===== src/rtl/uart_tx_arbiter_if.sv =====
// Bundle of the per-requester FIFO read ports and the shared transmitter read port.
// master = arbiter side, slave = requester FIFOs plus transmitter side.
interface uart_tx_arbiter_if #(
    parameter int NUM_PORTS  = 4,
    parameter int WORD_WIDTH = 8
);
    logic [NUM_PORTS-1:0]            req_empty;
    logic [NUM_PORTS*WORD_WIDTH-1:0] req_data;
    logic [NUM_PORTS-1:0]            req_re;
    logic [WORD_WIDTH-1:0]           tx_data;
    logic                            tx_empty;
    logic                            tx_re;
    logic [NUM_PORTS-1:0]            grant;
    logic                            busy;

    modport master (
        input  req_empty, req_data, tx_re,
        output req_re, tx_data, tx_empty, grant, busy
    );

    modport slave (
        output req_empty, req_data, tx_re,
        input  req_re, tx_data, tx_empty, grant, busy
    );
endinterface


===== src/rtl/uart_tx_arbiter.sv =====
// Round-robin, burst-limited sharing of one native-FIFO UART transmitter among NUM_PORTS FIFOs.
// Optional UART_ARB_TAG_EN: each grant is preceded by a tag word TAG_BASE | owner index.
//
// state  | meaning
// IDLE   | no owner; picks next non-empty port from rr_ptr, offers nothing
// TAG    | (UART_ARB_TAG_EN only) offering the owner's tag word
// STREAM | owner's FIFO head routed to the transmitter until burst limit or empty
module uart_tx_arbiter #(
    parameter int                    NUM_PORTS  = 4,
    parameter int                    WORD_WIDTH = 8,
    parameter int                    MAX_BURST  = 4,
    parameter logic [WORD_WIDTH-1:0] TAG_BASE   = 'hF0
) (
    input logic               clk,
    input logic               rst,
    uart_tx_arbiter_if.master bus
);
    localparam int IW = (NUM_PORTS > 1) ? $clog2(NUM_PORTS) : 1;
    localparam int BW = $clog2(MAX_BURST + 1);
    localparam logic [BW-1:0] LAST = BW'(MAX_BURST - 1);
    localparam logic [IW-1:0] TOP  = IW'(NUM_PORTS - 1);

    if (NUM_PORTS < 2 || MAX_BURST < 1 || $bits(TAG_BASE) != WORD_WIDTH) begin : g_bad_cfg
        $error("uart_tx_arbiter: illegal parameter set");
    end

    typedef enum logic [1:0] {
        S_IDLE,
`ifdef UART_ARB_TAG_EN
        S_TAG,
`endif
        S_STREAM
    } state_t;

    state_t                  state, state_nx;
    logic [IW-1:0]           owner, owner_nx;
    logic [IW-1:0]           rr_ptr, rr_nx;
    logic [BW-1:0]           burst_cnt, burst_nx;
    logic [NUM_PORTS-1:0]    grant_q, grant_nx;
    logic                    sel_found;
    logic [IW-1:0]           sel_idx;
    logic                    owner_empty;
    logic [WORD_WIDTH-1:0]   owner_data;
    logic                    accept;
    logic [NUM_PORTS-1:0]    req_re;
    logic [WORD_WIDTH-1:0]   tx_data;
    logic                    tx_empty;

    // Scan from the farthest offset down so the port closest to rr_ptr wins.
    always_comb begin
        sel_found = 1'b0;
        sel_idx   = rr_ptr;
        for (int k = NUM_PORTS - 1; k >= 0; k--) begin
            if (!bus.req_empty[(int'(rr_ptr) + k) % NUM_PORTS]) begin
                sel_found = 1'b1;
                sel_idx   = IW'((int'(rr_ptr) + k) % NUM_PORTS);
            end
        end
    end

    assign owner_empty = bus.req_empty[owner];
    assign owner_data  = bus.req_data[int'(owner)*WORD_WIDTH +: WORD_WIDTH];

    always_comb begin
        state_nx = state;
        owner_nx = owner;
        rr_nx    = rr_ptr;
        burst_nx = burst_cnt;
        tx_data  = '0;
        tx_empty = 1'b1;
        req_re   = '0;
        accept   = 1'b0;
        case (state)
            S_IDLE: begin
                burst_nx = '0;
                if (sel_found) begin
                    owner_nx = sel_idx;
`ifdef UART_ARB_TAG_EN
                    state_nx = S_TAG;
`else
                    state_nx = S_STREAM;
`endif
                end
            end
`ifdef UART_ARB_TAG_EN
            S_TAG: begin
                tx_data  = TAG_BASE | WORD_WIDTH'(owner);
                tx_empty = 1'b0;
                if (bus.tx_re) state_nx = S_STREAM;
            end
`endif
            S_STREAM: begin
                tx_data       = owner_data;
                tx_empty      = owner_empty;
                accept        = bus.tx_re & ~owner_empty;
                req_re[owner] = accept;
                if (accept) burst_nx = burst_cnt + BW'(1);
                // Burst limit hit, or owner ran dry: hand over, owner gets lowest priority.
                if ((accept && burst_cnt == LAST) || owner_empty) begin
                    state_nx = S_IDLE;
                    rr_nx    = (owner == TOP) ? '0 : owner + IW'(1);
                end
            end
            default: state_nx = S_IDLE;
        endcase
    end

    always_comb begin
        grant_nx = '0;
        if (state_nx != S_IDLE) grant_nx[owner_nx] = 1'b1;
    end

    always_ff @(posedge clk) begin
        if (rst) begin
            state     <= S_IDLE;
            owner     <= '0;
            rr_ptr    <= '0;
            burst_cnt <= '0;
            grant_q   <= '0;
        end else begin
            state     <= state_nx;
            owner     <= owner_nx;
            rr_ptr    <= rr_nx;
            burst_cnt <= burst_nx;
            grant_q   <= grant_nx;
        end
    end

    assign bus.req_re   = req_re;
    assign bus.tx_data  = tx_data;
    assign bus.tx_empty = tx_empty;
    assign bus.grant    = grant_q;
    assign bus.busy     = (state != S_IDLE);
endmodule


===== src/flat_wrapper.sv =====
// flat-port wrapper written by rule: the top's interface ports become plain ports
module uart_tx_arbiter_flat 
#(
    parameter int                    NUM_PORTS  = 4,
    parameter int                    WORD_WIDTH = 8,
    parameter int                    MAX_BURST  = 4,
    parameter logic [WORD_WIDTH-1:0] TAG_BASE   = 'hF0
)
  (clk, rst, bus_req_empty, bus_req_data, bus_tx_re, bus_req_re, bus_tx_data, bus_tx_empty, bus_grant, bus_busy);
  uart_tx_arbiter_if #(.NUM_PORTS(NUM_PORTS), .WORD_WIDTH(WORD_WIDTH)) bus_i ();
  input logic clk;
  input logic rst;
  input wire logic [$bits(bus_i.req_empty)-1:0] bus_req_empty;
  input wire logic [$bits(bus_i.req_data)-1:0] bus_req_data;
  input wire logic [$bits(bus_i.tx_re)-1:0] bus_tx_re;
  output wire logic [$bits(bus_i.req_re)-1:0] bus_req_re;
  output wire logic [$bits(bus_i.tx_data)-1:0] bus_tx_data;
  output wire logic [$bits(bus_i.tx_empty)-1:0] bus_tx_empty;
  output wire logic [$bits(bus_i.grant)-1:0] bus_grant;
  output wire logic [$bits(bus_i.busy)-1:0] bus_busy;
  assign bus_i.req_empty = bus_req_empty;
  assign bus_i.req_data = bus_req_data;
  assign bus_i.tx_re = bus_tx_re;
  assign bus_req_re = bus_i.req_re;
  assign bus_tx_data = bus_i.tx_data;
  assign bus_tx_empty = bus_i.tx_empty;
  assign bus_grant = bus_i.grant;
  assign bus_busy = bus_i.busy;
  uart_tx_arbiter #(.NUM_PORTS(NUM_PORTS), .WORD_WIDTH(WORD_WIDTH), .MAX_BURST(MAX_BURST), .TAG_BASE(TAG_BASE)) u_core (.clk(clk), .rst(rst), .bus(bus_i));
endmodule

===== config.mk =====
export PLATFORM = sky130hd
export DESIGN_NAME = uart_tx_arbiter_flat
export DESIGN_NICKNAME = d
export VERILOG_FILES = /design/src/rtl/uart_tx_arbiter_if.sv /design/src/rtl/uart_tx_arbiter.sv /design/src/flat_wrapper.sv
export SDC_FILE = /design/constraint.sdc
export NUM_CORES = 1
export LEC_CHECK = 0
export CORE_ASPECT_RATIO = 1.4
export CORE_MARGIN = 5
export CORE_UTILIZATION = 33
export CTS_CLUSTER_DIAMETER = 200
export DETAILED_ROUTE_END_ITERATION = 16
export GPL_TIMING_DRIVEN = 0
export PLACE_DENSITY = 0.81
export REMOVE_ABC_BUFFERS = 1
export SLEW_MARGIN = 0
export SYNTH_ARGS = -nofsm -noshare
export SYNTH_HDL_FRONTEND = slang
export SYNTH_SLANG_ARGS = --single-unit

===== constraint.sdc =====
create_clock -name clk -period 2 [get_ports clk]
set_clock_uncertainty 0.2 [all_clocks]
set_input_delay 0.4 -clock clk [delete_from_list [all_inputs] [get_ports clk]]
set_output_delay 0.4 -clock clk [all_outputs]
set_load 0.01 [all_outputs]

-- After elaboration in Yosys (flattened, before gate mapping)
Index checks and enable logic that the tools add are counted.
- $add $sub $neg: 5
- $lt $le $gt $ge: 8
- equality and inequality tests: 4
- shift operators: 1
- multiplexer cells: 36
- bitwise gates (word level): 7
- reductions and logical operators: 14
- operators by type and width (kind ; number):
    32-bit by 6-bit variable part select with 8-bit output ; 1
    2-bit two-way mux ; 9
    1-bit two-way mux ; 15
    3-bit by 4-bit less-than comparator with 1-bit output, second input constant ; 3
    1-bit binary-select mux with 2-bit select ; 5
    2-bit by 3-bit less-than comparator with 1-bit output, second input constant ; 3
    8-bit two-way mux ; 1
    2-bit OR reduction ; 4
    3-bit one-hot mux with 2 select lines ; 1
    2-bit nonzero test ; 3
    2-bit by 1-bit adder with 2-bit output, second input constant ; 2
    2-bit adder, second input constant ; 2
    4-bit AND ; 1
    1-bit demux with 2-bit select ; 2
    2-bit by 1-bit greater-or-equal comparator with 1-bit output, second input constant ; 2
    4-bit two-way mux ; 1
    2-bit one-hot mux with 2 select lines ; 1
    2-bit AND reduction ; 2
    3-bit by 1-bit adder with 3-bit output, second input constant ; 1
    1-bit AND, first input constant ; 3
    3-bit by 2-bit equality test with 1-bit output, second input constant ; 1
    1-bit logical AND ; 3
    3-bit two-way mux ; 1
    2-bit by 1-bit equality test with 1-bit output, second input constant ; 1
    6 further kinds ; 7
- register bits after elaboration: 13
- input port bits: 39
- output and inout port bits: 18
- word-level logic and storage cells: 80

-- Logic depth before layout (Yosys ltp)
- depth in word-level cells: 16
- mapped depth: 6
- mapped depth without buffers: 6

-- Worst setup path after synthesis
No wires, ideal clock.
- path type: register -> output
- start: register u_core.owner[0]
- end: output bus_req_re[0]
- data arrival time: 1496 ps
- required time: 1400 ps
- path slack: -96 ps
- stages on the path, launching flop included: 4
- path buffers: 0
- cell sequence: dfxtp_1 -> mux4_2 -> nor3b_4 -> and2_1
- cells in the longest elaborated chain, start to end: 6
- elaborated cells on any way between the ends: 11
- classes of those cells: 2 x order compare; 5 x mux; 3 x bitwise; 1 x reduce/logical
- ends and longest elaborated chain (element ; line ; RTL):
    start: declaration ; uart_tx_arbiter.sv:36 ; logic [IW-1:0] owner, owner_nx;
    start signal: assignment ; uart_tx_arbiter.sv:122 ; owner <= owner_nx;
    2-bit by 3-bit less-than comparator with 1-bit output (not written as such), or another cell as far along ; uart_tx_arbiter.sv:96 ; req_re[owner] = accept;
    1-bit logical AND (not written as such) or 1-bit two-way mux (tied branches) ; uart_tx_arbiter.sv:96, uart_tx_arbiter.sv:61 ;
    1-bit two-way mux (not written as such) or 1-bit inverter (tied branches) ; uart_tx_arbiter.sv:96, uart_tx_arbiter.sv:95 ;
    1-bit demux with 2-bit select or 1-bit AND (tied branches) ; - ;
    4-bit AND (no source line) (*) ; - ;
    4-bit two-way mux (*) ; uart_tx_arbiter.sv:73 ; case (state)
    end: declaration ; flat_wrapper.sv:16 ; output wire logic [$bits(bus_i.req_re)-1:0] bus_req_re;
Every way passes the cells marked *; elsewhere a longest branch is shown, timed or not. The select of a mux whose other input is x is not followed.

-- Final worst setup path
Ends and elaborated chain as after synthesis.

==> results by group <==
Run status
  – Status: finished, violations left
  – Failing checks: setup timing

Routing
  – Vias/cell: 5.11
  – Routed Antenna Nets: 0
  – DRT iter0 DRCs: 17
  – DR WL/cell: 16.2 um
  – Vias: 1,057
  – DRT Pass-1 Iters: 4
  – Drt total wl: 3.35 mm
  – Residual DRC: 0

Global routing
  – Total gr overflow: 0
  – Total track usage: 15.7%
  – First-pass GRT wire length: 5.12 mm
  – Largest net degree at the start of global routing: 13
  – Vias in the first global route: 1,100
  – Initial antenna violation count: 0

Timing
  – Period minus WS final: 2.33 ns
  – Max-slew violations: 0
  – FMAX: 429 MHz
  – Setup TNS Final: -3.64 ns
  – Setup-failing EPs final: 17
  – Worst setup margin: -0.333 ns
  – Period Utilization, post-route: 117%
  – Slew HR: 59.2%
  – RSZ-0062 raised after global routing: true
  – Hold Vio Cnt, Final: 0
  – Slew @ Worst Pin: 0.613 ns

Finish
  – Final net count: 216
  – Fillcell total: 236
  – Final instance area: 1740 um2
  – Final core utilization: 61.7%
  – Area taken by multi-input logic gates: 703 um2
  – P&R area growth vs syn: 82.4%
  – Layout cells sized above 1: 40.6%
  – Register area: 268 um2
  – Antenna fix cells: 0
  – Post-route insts no fill: 207

Synthesis
  – Yosys warnings: 0
  – Post-synth EDFFs: 0
  – Asr flop ratio synth: 0%
  – Top-area cell type share of the netlist area: 27.3%
  – Synth Area per Inst: 10.0 um2
  – Synth Flop Type: dfxtp_1
  – Most numerous cell in the Yosys netlist: dfxtp_1
  – Leading area contributor after synthesis: dfxtp_1
  – Synth top area cells: dfxtp_1 (27%), mux4_2 (17%), ha_1 (7.9%), nor2b_1 (6.6%), mux4_1 (5.5%)
  – Seq/Total Area, Yosys: 27.3%
  – Most instantiated cells after synthesis: dfxtp_1 (13), nor2b_1 (10), nor2_1 (9)
  – Seq cells post-synth: 13
  – Cell count after synthesis: 95
  – Yosys cell types: 32
  – Cell Area, Synth: 953 um2

Critical path
  – Setup crit end kind: output port
  – CP Class: register to output port
  – Worst Path Max Fanout: 4
  – CP startpoint kind: register
  – Critical Path RT: 1.40 ns
  – Worst EP arrival: 1.73 ns

Die
  – Initial Util: 33.8%
  – Site Rows: 23
  – Die W: 55.4 um
  – Die footprint: 4080 um2
  – Die height: 73.6 um
  – Area of the core: 2820 um2
  – I/O Pins: 57

Clock network
  – Clock slew at reported path FFs: 0.05 ns
  – CTS Buf Count: 3
  – Skew-Pair Late Insertion Delay: 0.24 ns
  – CTS tree: built
  – CTS Sinks: 13
  – Root Driver: clkbuf_8
  – CTS Buffer Depth: 2
  – CTS H-tree lvls: 1

Power
  – LEAKAGE: 0.773 nW
  – Max VDD drop: 0.365 mV
  – PwrDens: 422 nW/um2

Flow run
  – MaxCap Viol Count: 0

Min path
  – HP Class: register to register

Placement
  – Placed Area: 1540 um2
  – Input/output buffers: 56
  – Dpl hpwl: 2.24 mm
  – Placed insts: 183
  – RePlAce Congestion: 0.859
## sequential cells by signal (all words and copies together), names as in the netlist
name,count
u_core.burst_cnt,3
u_core.bus.grant,4
u_core.owner,2
u_core.rr_ptr,2
u_core.state,2
## worst paths after layout
check                                                 startpoint  cells past startpoint                          endpoint  slack, ns
worst max-delay path                  u_core.owner[0]$_SDFF_PP0_                      5                     bus_req_re[0]      -0.33
worst min-delay path            u_core.burst_cnt[1]$_SDFFE_PP0P_                      2  u_core.burst_cnt[1]$_SDFFE_PP0P_       0.31
worst max register to register        u_core.owner[0]$_SDFF_PP0_                      7  u_core.burst_cnt[2]$_SDFFE_PP0P_      -0.10
worst min register to register  u_core.burst_cnt[1]$_SDFFE_PP0P_                      2  u_core.burst_cnt[1]$_SDFFE_PP0P_       0.31
## worst max-delay path, cell delays in order (launching register included)
cell and delay [ns]:
dfxtp_4 0.36, mux4_2 0.55, nor3b_4 0.23, buf_6 0.14, and2_4 0.13, buf_6 0.09
## repair_timing
action | CTS | global route
hold buffers | 0 | 0
pin swaps | 4 | 4
buffers inserted | 17 | 6
endpoints found under the setup margin | 24 | 20
gates resized for setup | 108 | 29
## through the flow
stage | setup WS (ns) | hold WS, ns | total power, mW
6_report | -0.333 | 0.307 | 0.733
4_1_cts | -0.333 | 0.303 | 0.722
2_1_floorplan | -0.414 | 0.258 | 0.369
3_5_place_dp | -1.13 | 0.294 | 0.488
5_1_grt | -0.385 | 0.326 | 0.763
3_3_place_gp | -1.13 | 0.272 | 0.483
## per-layer routing
metal | GRT usage [%] | share of wire, % | vias to the layer above
li1 | - | - | 492
met1 | 16.6 | 40 | 503
met2 | 28.4 | 49 | 55
met3 | 5.62 | 8.7 | 7
met4 | 6.22 | 1.9 | 0
met5 | 0 | 0 | -
## power breakdown
group	leakage, nW	internal (mW)	switching (mW)
combinational	0.642	0.144	0.0887
clock	0.0228	0.140	0.0836
sequential	0.107	0.268	0.00909
total	0.773	0.552	0.181
## cells in the final DEF, fill, tap and decap left out, drive strengths merged
cell type / count
o21a: 1
mux2: 3
dfxtp: 13
nor3b: 4
a41o: 1
mux4: 9
clkdlybuf4s50: 10
nor3: 2
a32o: 1
mux2i: 1
or3: 1
ha: 6
buf: 36
and2: 5
and3: 1
inv: 5
nor2: 9
clkdlybuf4s15: 1
nand2b: 1
o32ai: 1
nand3b: 1
or2: 1
a32oi: 1
nor2b: 10
a2bb2oi: 1
o21bai: 2
o21ai: 2
clkbuf: 4
a21oi: 3
dlygate4sd2: 29
nand2: 4
conb: 1
## layout make-up
type                       count  area share (%)
multi-input combinational     72            40.4
timing repair buffer          76            37.8
sequential                    13            15.4
tap                           37            2.66
clock buffer                   4            2.59
inverter                       5            1.08
## logic make-up after synthesis
kind of cell / count (synthesis) / synth area share [%]
mux: 13 / 26.6
other cells: 1 / 0.393
flops: 13 / 27.3
simple gates: 39 / 23.8
fa+ha+maj: 6 / 7.87
compound gates: 13 / 9.84
buf+inv: 10 / 4.20
Power figures use the tool's default switching activity.
